## config.mk

```make
export PLATFORM = sky130hd
export DESIGN_NAME = calc_entry_seq
export DESIGN_NICKNAME = d
export VERILOG_FILES = /design/src/rtl/calc_entry_seq.sv
export SDC_FILE = /design/constraint.sdc
export NUM_CORES = 1
export LEC_CHECK = 0
export ABC_AREA = 1
export CAP_MARGIN = 40
export CORE_MARGIN = 2
export CORE_UTILIZATION = 45
export CTS_CLUSTER_SIZE = 8
export DETAILED_ROUTE_END_ITERATION = 10
export DONT_BUFFER_PORTS = 1
export PLACE_DENSITY = 0.57
export SYNTH_ARGS = -nofsm -noshare
export SYNTH_HDL_FRONTEND = slang
export SYNTH_SLANG_ARGS = --single-unit
export TNS_END_PERCENT = 10
```

## constraint.sdc

```tcl
create_clock -name CLOCK_50 -period 3.2 [get_ports CLOCK_50]
set_input_delay 0.96 -clock CLOCK_50 [delete_from_list [all_inputs] [get_ports CLOCK_50]]
set_output_delay 0.96 -clock CLOCK_50 [all_outputs]
set_load 0.1 [all_outputs]
```

## src/rtl/calc_entry_seq.sv

```systemverilog
// -----------------------------------------------------------------------------
// calc_entry_seq
//   Sequential operand/operation entry for the switch-driven calculator.
//   The operands and the operation are taken from the switches one at a time,
//   on ENTER presses, instead of being read live. The registered operands and
//   operation go to the external add_sub ALU. The ALU result and carry are
//   latched for the display logic.
//
// Ports
//   CLOCK_50  in   1   system clock; every flop uses the rising edge
//   RST       in   1   asynchronous, active-high reset
//   SW        in  10   SW[3:0] operand nibble, SW[9] op select (0 add, 1 sub)
//   KEY       in   2   raw active-low pushbuttons: KEY[0] ENTER, KEY[1] CLEAR
//   a0        out  4   registered operand A to the ALU
//   a1        out  4   registered operand B to the ALU
//   s         out  1   registered op select to the ALU
//   f_in      in   4   ALU result
//   cout_in   in   1   ALU carry/borrow out
//   result    out  4   latched ALU result
//   carry     out  1   latched ALU carry
//   stage     out  2   entry stage: 0 ENTER_A, 1 ENTER_B, 2 ENTER_OP, 3 SHOW
//   done      out  1   one-cycle pulse in the cycle result/carry show new data
// -----------------------------------------------------------------------------
module calc_entry_seq #(
    parameter int DEBOUNCE_CYCLES = 500000,
    parameter int CNT_W           = 19
) (
    input  logic        CLOCK_50,
    input  logic        RST,
    input  logic [9:0]  SW,
    input  logic [1:0]  KEY,
    output logic [3:0]  a0,
    output logic [3:0]  a1,
    output logic        s,
    input  logic [3:0]  f_in,
    input  logic        cout_in,
    output logic [3:0]  result,
    output logic        carry,
    output logic [1:0]  stage,
    output logic        done
);

    // CALC_INT is internal only. stage reports it as ENTER_OP.
    typedef enum logic [2:0] {
        ST_ENTER_A  = 3'd0,
        ST_ENTER_B  = 3'd1,
        ST_ENTER_OP = 3'd2,
        ST_SHOW     = 3'd3,
        ST_CALC     = 3'd4
    } state_t;

    localparam logic [CNT_W-1:0] CNT_LAST = CNT_W'(DEBOUNCE_CYCLES - 1);
    localparam logic [CNT_W-1:0] CNT_ONE  = CNT_W'(1);

    // Map the internal state onto the externally visible stage code.
    function automatic logic [1:0] stage_of(input state_t st);
        logic [1:0] code;
        case (st)
            ST_ENTER_A:  code = 2'd0;
            ST_ENTER_B:  code = 2'd1;
            ST_ENTER_OP: code = 2'd2;
            ST_CALC:     code = 2'd2;
            ST_SHOW:     code = 2'd3;
            default:     code = 2'd0;
        endcase
        return code;
    endfunction

    logic [1:0]       sync1_r;
    logic [1:0]       sync2_r;
    logic [1:0]       stable_r;
    logic [CNT_W-1:0] cnt_r [2];
    logic [1:0]       press_s;
    logic             enter_s;
    logic             clear_s;

    state_t           state_r;
    state_t           state_nxt_s;
    logic [3:0]       a0_nxt_s;
    logic [3:0]       a1_nxt_s;
    logic             s_nxt_s;
    logic [3:0]       result_nxt_s;
    logic             carry_nxt_s;
    logic             done_nxt_s;

    // SW[8:4] are not used by this block.
    logic             unused_sw_s;
    assign unused_sw_s = ^SW[8:4];

    // Key synchronizers and debouncers. Idle (released) keys read 1.
    always_ff @(posedge CLOCK_50 or posedge RST) begin
        if (RST) begin
            sync1_r  <= 2'b11;
            sync2_r  <= 2'b11;
            stable_r <= 2'b11;
            for (int k = 0; k < 2; k++) begin
                cnt_r[k] <= '0;
            end
        end else begin
            sync1_r <= KEY;
            sync2_r <= sync1_r;
            for (int k = 0; k < 2; k++) begin
                if (sync2_r[k] != stable_r[k]) begin
                    if (cnt_r[k] == CNT_LAST) begin
                        stable_r[k] <= sync2_r[k];
                        cnt_r[k]    <= '0;
                    end else begin
                        cnt_r[k]    <= cnt_r[k] + CNT_ONE;
                    end
                end else begin
                    cnt_r[k] <= '0;
                end
            end
        end
    end

    // A press event is the cycle in which a key's stable level is about to
    // fall. The FSM therefore acts on the same edge that the debouncer accepts.
    always_comb begin
        press_s = 2'b00;
        for (int k = 0; k < 2; k++) begin
            press_s[k] = stable_r[k] & ~sync2_r[k] & (cnt_r[k] == CNT_LAST);
        end
    end

    // CLEAR takes priority over a coincident ENTER.
    assign clear_s = press_s[1];
    assign enter_s = press_s[0] & ~press_s[1];

    // Entry FSM: next state and next values of the captured registers.
    always_comb begin
        state_nxt_s  = state_r;
        a0_nxt_s     = a0;
        a1_nxt_s     = a1;
        s_nxt_s      = s;
        result_nxt_s = result;
        carry_nxt_s  = carry;
        done_nxt_s   = 1'b0;
        if (clear_s) begin
            // CLEAR also pre-empts the CALC_INT latch.
            state_nxt_s  = ST_ENTER_A;
            a0_nxt_s     = 4'd0;
            a1_nxt_s     = 4'd0;
            s_nxt_s      = 1'b0;
            result_nxt_s = 4'd0;
            carry_nxt_s  = 1'b0;
        end else begin
            case (state_r)
                ST_ENTER_A: begin
                    if (enter_s) begin
                        a0_nxt_s    = SW[3:0];
                        state_nxt_s = ST_ENTER_B;
                    end else begin
                        state_nxt_s = ST_ENTER_A;
                    end
                end
                ST_ENTER_B: begin
                    if (enter_s) begin
                        a1_nxt_s    = SW[3:0];
                        state_nxt_s = ST_ENTER_OP;
                    end else begin
                        state_nxt_s = ST_ENTER_B;
                    end
                end
                ST_ENTER_OP: begin
                    if (enter_s) begin
                        s_nxt_s     = SW[9];
                        state_nxt_s = ST_CALC;
                    end else begin
                        state_nxt_s = ST_ENTER_OP;
                    end
                end
                ST_CALC: begin
                    // The ALU has had one cycle to settle on the new s.
                    result_nxt_s = f_in;
                    carry_nxt_s  = cout_in;
                    done_nxt_s   = 1'b1;
                    state_nxt_s  = ST_SHOW;
                end
                ST_SHOW: begin
                    if (enter_s) begin
                        state_nxt_s = ST_ENTER_A;
                    end else begin
                        state_nxt_s = ST_SHOW;
                    end
                end
                default: begin
                    state_nxt_s = ST_ENTER_A;
                end
            endcase
        end
    end

    // State register and all registered outputs.
    always_ff @(posedge CLOCK_50 or posedge RST) begin
        if (RST) begin
            state_r <= ST_ENTER_A;
            a0      <= 4'd0;
            a1      <= 4'd0;
            s       <= 1'b0;
            result  <= 4'd0;
            carry   <= 1'b0;
            done    <= 1'b0;
            stage   <= 2'd0;
        end else begin
            state_r <= state_nxt_s;
            a0      <= a0_nxt_s;
            a1      <= a1_nxt_s;
            s       <= s_nxt_s;
            result  <= result_nxt_s;
            carry   <= carry_nxt_s;
            done    <= done_nxt_s;
            stage   <= stage_of(state_nxt_s);
        end
    end

endmodule
```

# == Word-level counts from Yosys, hierarchy flattened ==
# Index checks and enable logic that the tools add are counted.
# totals
regBits,64
out_inout_bits,17
elab_cells,73
# classes
n_addsub,2
eq_ne,12
n_mux,25
bitwise_logic,8
reduce_logical,12
# ops
cell,count
two-way mux 19 bit,4
"adder 19 x 1 -> 19 bit, second input constant",2
"equality test 19 bit, second input constant",2
two-way mux 4 bit,7
case mux 3 bit (5 select lines),1
"equality test 3 x 2 -> 1 bit, second input constant",4
AND reduction 2 bit,5
nonzero test 2 bit,5
two-way mux 1 bit,8
"equality test 3 x 1 -> 1 bit, second input constant",2
"equality test 3 bit, second input constant",2
two-way mux 3 bit,2
case mux 2 bit (3 select lines),1
AND 1 bit,5
two-way mux 2 bit,2
logical NOT 3 bit,1
inverter 1 bit,3
!= test 1 bit,2
OR reduction 2 bit,1

# == Longest topological paths before layout ==
# logic_depth
depth_word,11
mapped_depth,11

# == Worst setup path before layout ==
# OpenSTA, ideal clock, no wires.
# synth_timing
path_kind,reg-to-output
from,register a0[0]
to,output a0[0]
arrival_ps,898
path_slack_ps,1342
path_stages_with_launch,1
path_buffers,0
path_cell_list,dfrtp_1
# synth_lines
item,line,text
from (decl),32,"output logic [3:0] a0,"
from (signal assigned),207,a0 <= a0_nxt_s;
# No word-level cell between the ends.

# == Worst setup path after layout ==
# layout_timing
from,register result[3]
to,output result[3]
# layout_lines
item,line,text
from (decl),37,"output logic [3:0] result,"
from (signal assigned),210,result <= result_nxt_s;
# No word-level cell between the ends.

==> out/metrics.csv <==
metric;value;unit
normalized max-slew margin;39.9;%
crit start category;flop;
Final min period;2.25;ns
Sw Share;24.3;%
fillcell total;708;
NetSw;0.386;mW
hold_sp;sync1_r[1];
Max Clk Rate;445;MHz
core footprint;0.00761;mm^2
setup_tns;0;ns
Critical Path AT;1.29;ns
root buf cell;clkbuf_8;
number of register bits inferred by synthesis;64;
final hold violations;0;
WL/cell;12.7;um
CTS tree;yes;
RSZ-0062 raised after global routing;no;
Reg2Reg Capture Point;a1[0];
worst reg2reg path depth;7;
layout cell share with drive strength beyond 1;17.4;%
FP Rows;32;
r2r setup slk;1.29;ns
Slew Limit Fails;0;
post-DR vias/cell;4.92;
Max Cap Viol;0;
CP endpoint kind;output port;
worst r2r src;cnt_r[0];
placed insts;533;
Final Non-Filler Cells;550;
vias in the first global route;2730;
synth warn;0;
Flop pwr share;52.1;%
CTS Hold Bufs;0;
Layout area overhead;15.8;%
Die X;91.8;um
die height;91.8;um
Worst-Margin Slew;0.901;ns
crit path kind;flop to output port;
fin nets;466;
Worst Path Required;2.24;ns
FF/Latch Area;0.00161;mm^2
DRC viols;0;
syn avg cell area;8.14;um^2
Starting Density;45.6;%
clock slew at reported path FFs;0.08;ns
status;completed;
final setup margin;0.954;ns
I/O Buffers;0;
hpwl dp;5210;um
total grt overflow;0;
Worst Hold Class;flop to flop;
clock tree sinks;64;
Synth Instances;426;
Clock Tree Buf Depth;2;
Clock Latency Late Sink;0.35;ns
hold path depth;0;
power density cells;395;mW/mm^2
vias post-DR;2706;
Post-synth EDFFs;0;
combinational group share of total power;3.0;%
worst-path fanout max;2;
DRT Wirelength;7010;um
post-synthesis sequential area ratio;46.4;%
CTS Buf Count;9;
pre-CTS WS;1.28;ns
Primary FF master, synth;dfrtp_1;
first-pass GRT wire length;12400;um
number of routed nets with antenna violations;0;
I/O pin cnt;36;
clock network power share;44.9;%
Int Power;1.20;mW
Worst Skew;0.0109;ns
Synth Net Count;449;
initial drt markers;89;
Multi-input gate area;0.00166;mm^2
Mapped Area;0.00347;mm^2
number of diodes;0;
Worst VDD drop;0.000242;V
RD Place Congestion;0.882;
Die ar.;0.00843;mm^2
DR pass1 iterations;7;
initial antenna violation count;0;
pin count of the biggest net entering global routing;29;
P_leak;1.77;nW
Finish-stage setup viols;0;
Final period util;70.2;%
Endpoint, Worst Hold;sync2_r[1];
H-tree depth;3;
synth unique cells;39;
GR Util All Layers;18.6;%
post_cts resized;0;
Synth async-reset ratio;100;%
Post-CTS Repair Setup Buffers;0;
[Yosys cell counts (2+ instances only)]
cell type   n  area (um^2)
dfstp_2     6          158
o21ai_0     3         15.0
a21oi_1     7         35.0
xnor2_1     4         35.0
nand2_1    93          349
buf_2       2         10.0
inv_1      41          154
inv_2       6         22.5
o21a_1      2         15.0
nand2_4     2         22.5
nor3_1     11         55.1
nor3_2      2         20.0
ha_1        4         50.1
nor3b_1     2         15.0
xor2_1     14          123
nor2_4      5         56.3
nand2_2     4         25.0
and2_1      4         25.0
a31o_2      2         17.5
nor2_8      2         40.0
nor2_1     75          282
nand3_2     7         70.1
nand4_1    14         87.6
a21oi_2     2         17.5
nor2_2      8         50.1
nand3_1    34          170
dfrtp_1    58         1450
[cell families (layout without fill, tap and decap cells)]
kind of cell | Yosys count | after routing | synth area share (%)
AND/OR/NAND/NOR | 269 | 269 | 38.4
flip-flops | 64 | 64 | 46.4
buffers and inverters | 52 | 74 | 5.70
AO/OA/AOI/OAI | 19 | 19 | 3.50
XOR/XNOR | 18 | 18 | 4.54
adder cells (fa/ha/maj) | 4 | 4 | 1.44
[metal layers]
metal  wire length, um  GRT usage (%)  share of wire [%]
met5                 0              0                  0
met4               160           9.08                2.3
met3               182           4.68                2.6
met2              3310           28.9                 47
met1              3350           24.3                 48
[state kept, by name, indices dropped and copies added, names as in the netlist]
name and cells:
a1 4, cnt_r 38, stage 2, result 4, stable_r 2, a0 4, done 1, sync1_r 2
carry 1, state_r 3, s 1, sync2_r 2
[power by group through the flow]
stage / sequential, mW / clock [mW] / combinational, mW
finish: 0.826 / 0.711 / 0.0475
global route: 0.827 / 0.778 / 0.0561
CTS: 0.826 / 0.742 / 0.0501
detailed placement: 0.841 / 0 / 0.0503
global placement: 0.841 / 0 / 0.0487
floorplan: 0.840 / 0 / 0.0363
[cells in the final DEF, fill, tap and decap left out, types with 5 or more instances in the layout]
master / netlist / final
a21oi_1: 7 / 7
buf_16: 0 / 8
clkbuf_8: 0 / 9
dfrtp_1: 58 / 58
dfstp_2: 6 / 6
inv_1: 41 / 40
inv_2: 6 / 7
nand2_1: 93 / 93
nand3_1: 34 / 34
nand3_2: 7 / 7
nand4_1: 14 / 14
nor2_1: 75 / 75
nor2_2: 8 / 8
nor2_4: 5 / 5
nor3_1: 11 / 11
xor2_1: 14 / 14
[worst max path at each step]
stage | start | endpoint | depth (start not counted)
after floorplan | RST | a0[0] | 1
after global placement | a0[2] | a0[2] | 0
after detailed placement | cnt_r[0] | a1[0] | 7
after CTS | a1[0] | a1[0] | 0
after global routing | carry | carry | 0
final | result[3] | result[3] | 0
[metrics by stage]
step                hold slack [ns]  util, %  area [um^2]  power (mW)
floorplan                     0.345        -         3470       0.876
global placement              0.347     47.3         3590       0.889
detailed placement            0.349     49.8         3790       0.892
CTS                           0.361     52.4         3990        1.62
global route                  0.361     52.8         4020        1.66
finish                        0.359     52.8         4020        1.58
[final cells by class]
type | count | share of cell area, %
Clock buffer | 9 | 3.08
Clock inverter | 7 | 1.93
Inverter | 48 | 4.49
Multi-Input combinational cell | 310 | 41.4
Sequential cell | 64 | 40.1
Tap cell | 102 | 3.18
Timing Repair Buffer | 10 | 5.86
Note: power is estimated with default switching activity, not from simulation.
==> RTL edit 1, RTL diff (same settings) <==
`result` no longer has a reset.
--- a/src/rtl/calc_entry_seq.sv
+++ b/src/rtl/calc_entry_seq.sv
@@ -199,5 +199,4 @@
             a1      <= 4'd0;
             s       <= 1'b0;
-            result  <= 4'd0;
             carry   <= 1'b0;
             done    <= 1'b0;
@@ -208,5 +207,4 @@
             a1      <= a1_nxt_s;
             s       <= s_nxt_s;
-            result  <= result_nxt_s;
             carry   <= carry_nxt_s;
             done    <= done_nxt_s;
@@ -215,3 +213,7 @@
     end
 
+    always_ff @(posedge CLOCK_50) begin
+        result <= result_nxt_s;
+    end
+
 endmodule
Behaviour: no difference found for any inputs over 10 cycles, from zero or initial values and one cycle with RST high; that may be too few to reach the edited logic, so the function may still have changed.
==> RTL edit 1 against the original RTL <==
  * Design area down 5.4%
  * Sequential cell count unchanged
  * Total power down 0.26%
  * Routed wire length down 5.0%
  * Area after synthesis down 3.8%
  * Sequential power about the same
  * First-iteration DRC count up 22%
  * Critical path type unchanged
  * Clock skew down 4.7 ps
  * Global-route usage down 0.92 points
  * Setup slack better by 11 ps
  * Utilization down 0.11 points
==> RTL edit 1: results (changes against the original RTL) <==
| Metric | Value |
|---|---|
| Nets | `460 (-1.3%)` |
| Wire length on met2 | `3172 µm (-4.3%)` |
| Register area share after synthesis | `47.58% (+1.2 points)` |
| Pre-Repair DR Iteration Count | `5 (-2)` |
| Detail Placement HPWL | `4950 µm (-5.0%)` |
| R2R Path End | `cnt_r[8]` |
| VDD IR max | `0.2495 mV (+3.2%)` |
| Average wire per cell in the routed design | `12.30 µm (-3.5%)` |
| Slew margin rel. | `40.31% (+0.39 points)` |
| DRT iter0 DRCs | `109 (+22%)` |
| Worst r2r src | `sync2_r[1]` |
| Synth cell count leaders | `nand2_1 (100), nor2_1 (69), dfrtp_1 (54), inv_1 (51), nand3_1 (23)` |
| Largest net degree at the start of global routing | `33 (+14%)` |
| Status | `finished, final reports clean` |
| Syn Area/Cell | `7.913 µm² (-2.8%)` |
| Largest cells by area after synthesis | `dfrtp_1 (40%), nand2_1 (11%), nor2_1 (7.8%), inv_1 (5.7%), dfstp_2 (4.7%)` |
| Critical Path End | `carry` |
| GRT Total Usage | `17.68% (-0.92 points)` |
| Mapped Nets | `445 (-0.89%)` |
| Global placer's final weighted congestion | `0.8690 (-1.5%)` |
| Metal-1 WL | `3165 µm (-5.5%)` |
| Fill count | `697 (-1.6%)` |
| Via count | `2592 (-4.2%)` |
| Layout cells sized above 1 | `14.25% (-3.2 points)` |
| Placed Cells | `524 (-1.7%)` |
## RTL edit 1: final cells by class
class	instances	area [µm²]	share of cell area, %
Sequential cell	64	1589	41.80
Clock inverter	3	42.54	1.119
Timing Repair Buffer	9	157.7	4.147
Tap cell	99	123.9	3.259
Clock buffer	13	158.9	4.180
Inverter	57	214.0	5.629
Multi-Input combinational cell	296	1515	39.86
## RTL edit 1: worst min-delay path by stage
stage,endpoint,slack (ps)
CTS,sync2_r[1],360
global placement,sync2_r[1],350
finish,sync2_r[1],360
floorplan,sync2_r[0],350
detailed placement,sync2_r[1],350
global route,sync2_r[1],360
## RTL edit 1: cells by family after synthesis
family          count (synthesis)  share of synthesized area [%]
fa+ha+maj                       4                          1.499
flops                          64                          47.58
buf+inv                        62                          7.044
compound gates                 23                          3.709
xor+xnor                       18                          4.721
simple gates                  251                          35.44
## RTL edit 1: through the flow
step                      power (µW)  instance area [µm²]  setup slack, ps  utilization [%]
after floorplan                875.0                 3339            765.2                -
after global placement         889.2                 3457             1296            47.92
after detailed placement       889.8                 3572             1320            49.51
after CTS                       1604                 3774            945.6            52.31
after global routing            1645                 3801            937.0            52.69
final                           1580                 3801            964.8            52.69
## RTL edit 1: worst reg2reg max path, cell delays in order, from the launching register on
cell      delay, ps
dfstp_2         520
inv_1            50
ha_1            470
nor2_2          290
inv_1           190
a211oi_1        200
## RTL edit 1: metal layers
metal	GRT usage (%)	vias up
met5	0	-
met4	7.564	0
met3	3.018	11
met2	29.01	41
met1	23.13	1196
li1	-	1344
## RTL edit 1: power breakdown
part / internal [µW] / leakage (µW) / total, µW / switching, µW
combinational: 12.7 / 0.000837 / 47.6 / 35.0
clock: 402 / 0.0000996 / 708 / 306
sequential: 819 / 0.000792 / 825 / 6.10
==> RTL edit 2, RTL diff (same flow settings) <==
Made on the original files. Set the parameter `DEBOUNCE_CYCLES` to 250000 (it was 500000).
--- a/src/rtl/calc_entry_seq.sv
+++ b/src/rtl/calc_entry_seq.sv
@@ -23,5 +23,5 @@
 // -----------------------------------------------------------------------------
 module calc_entry_seq #(
-    parameter int DEBOUNCE_CYCLES = 500000,
+    parameter int DEBOUNCE_CYCLES = 250000,
     parameter int CNT_W           = 19
 ) (
Formal check against the unedited RTL: no difference found for any inputs over 10 cycles, from zero or initial values and one cycle with RST high; that may be too few to reach the edited logic, so the function may still have changed.
==> RTL edit 2 against the original RTL <==
  * Design area fell by 6.7%
  * Sequential cell count unchanged
  * Area after synthesis is 3.5% lower
  * Routed wire length fell by 3.2%
  * Setup slack gained 4.1 ps
  * Total power is 0.26% lower
  * Final cell count decreased by 2.4%
  * Critical endpoint is now a1[1]
==> RTL edit 2: results (changes against the original RTL) <==
| Metric | Value |
|---|---|
| Detail Placement HPWL | `4963 µm (-4.8%)` |
| Status | `finished, final reports clean` |
| Setup crit start | `a1[1]` |
| CTS Root Cell | `clkbuf_8` |
| CP max FO | `2 (unchanged)` |
| DRT iter0 DRCs | `115 (+29%)` |
| Antenna Cells | `0 (unchanged)` |
| Worst r2r src | `cnt_r[19]` |
| Nets | `456 (-2.1%)` |
| Largest cells by area after synthesis | `dfrtp_1 (43%), nand2_1 (11%), nor2_1 (8.4%), inv_1 (5.6%), dfstp_2 (4.7%)` |
| Placed cell area | `3540 µm² (-6.5%)` |
| Critical Path End | `a1[1]` |
| FFs w/ async S/R, synth | `100.0% (unchanged)` |
| Vias in the first global route | `2713 (-0.62%)` |
| R2R depth | `10 (+3)` |
| Final worst-path cycle share | `70.06% (-0.13 points)` |
| Netlist cell types | `33 (-15%)` |
| Initial antenna violation count | `0 (unchanged)` |
| Compound-Gate Fraction of Synth Area | `3.288% (-0.21 points)` |
| Hold Path End | `sync2_r[1]` |
| Mapped Nets | `446 (-0.67%)` |
| Num CTS Buffers | `9 (unchanged)` |
| Synth cell count leaders | `nand2_1 (96), nor2_1 (75), dfrtp_1 (58), inv_1 (50), nand3_1 (26)` |
| R2R Path End | `a0[3]` |
| Layout cells sized above 1 | `13.93% (-3.5 points)` |
| Synth Area in XOR/XNOR | `3.924% (-0.62 points)` |
| H-tree Lvls | `3 (unchanged)` |
| Leakage | `0.001713 µW (-3.3%)` |
| Hold Startpoint | `sync1_r[1]` |
| Yosys warns | `0 (unchanged)` |
| Worst Tran Pin Value | `898.2 ps (-3.017 ps)` |
| Post-CTS Resized | `0 (unchanged)` |
| Final worst clock skew | `9.234 ps (-1.708 ps)` |
| Main synth FF type | `dfrtp_1` |
| Skew-Pair Late Insertion Delay | `roughly 340 ps` |
| Synth Area in Adders | `1.495% (+0.052 points)` |
| Fill count | `710 (+0.28%)` |
| CTS clk-pin slew, worst paths | `70 ps` |
| Port bufs | `0 (unchanged)` |
| Top reg by flops | `cnt_r` |
| Hold Crit Class | `register to register` |
| Via-per-instance ratio | `5.013 (+1.9%)` |
| Average wire per cell in the routed design | `12.63 µm (-0.85%)` |
| VDD IR max | `0.2426 mV (+0.39%)` |
| WL final | `6784 µm (-3.2%)` |
| GRT Total Usage | `18.45% (-0.15 points)` |
| Hold WS | `361.6 ps (+2.746 ps)` |
| Max clock buf depth | `2 (unchanged)` |
| Pre-Repair DR Iteration Count | `7 (unchanged)` |
| Post-Syn Instances | `423 (-0.70%)` |
| First-pass GRT wire length | `12200 µm (-1.8%)` |
| Placed Cells | `521 (-2.3%)` |
| Global placer's final weighted congestion | `0.9071 (+2.8%)` |
| Largest net degree at the start of global routing | `65 (+120%)` |
| Register area share after synthesis | `48.06% (+1.7 points)` |
| Dpl ws | `1301 ps (+18.23 ps)` |
## RTL edit 2: changes by cell type after synthesis, sizes merged, moves of 3 or more
cell,unedited run,this run
and2,5,0
inv,47,53
nand2,99,102
nand3,41,30
nand4,15,9
nor3,13,22
nor3b,2,5
nor4,2,5
## RTL edit 2: area by class of cell
cell class,instances,area [µm²],share of cell area (%)
clock buffer,11,151.4,4.041
clock inverter,5,55.05,1.470
inverter,53,198.9,5.311
multi-input combinational,301,1518,40.51
sequential,64,1609,42.95
tap,99,123.9,3.307
timing repair buffer,4,90.09,2.405
## RTL edit 2: layer usage
metal | routed length [µm] | GRT usage (%) | up-vias | part of all wire, %
li1 | - | - | 1362 | -
met1 | 3096 | 22.87 | 1261 | 46
met2 | 3311 | 31.08 | 61 | 49
met3 | 284 | 5.342 | 8 | 4.2
met4 | 91 | 6.026 | 0 | 1.3
met5 | 0 | 0 | - | 0
## RTL edit 2: where the power goes
part           internal, µW  switching, µW
combinational          10.5           34.6
clock                   399            310
sequential              820           6.19
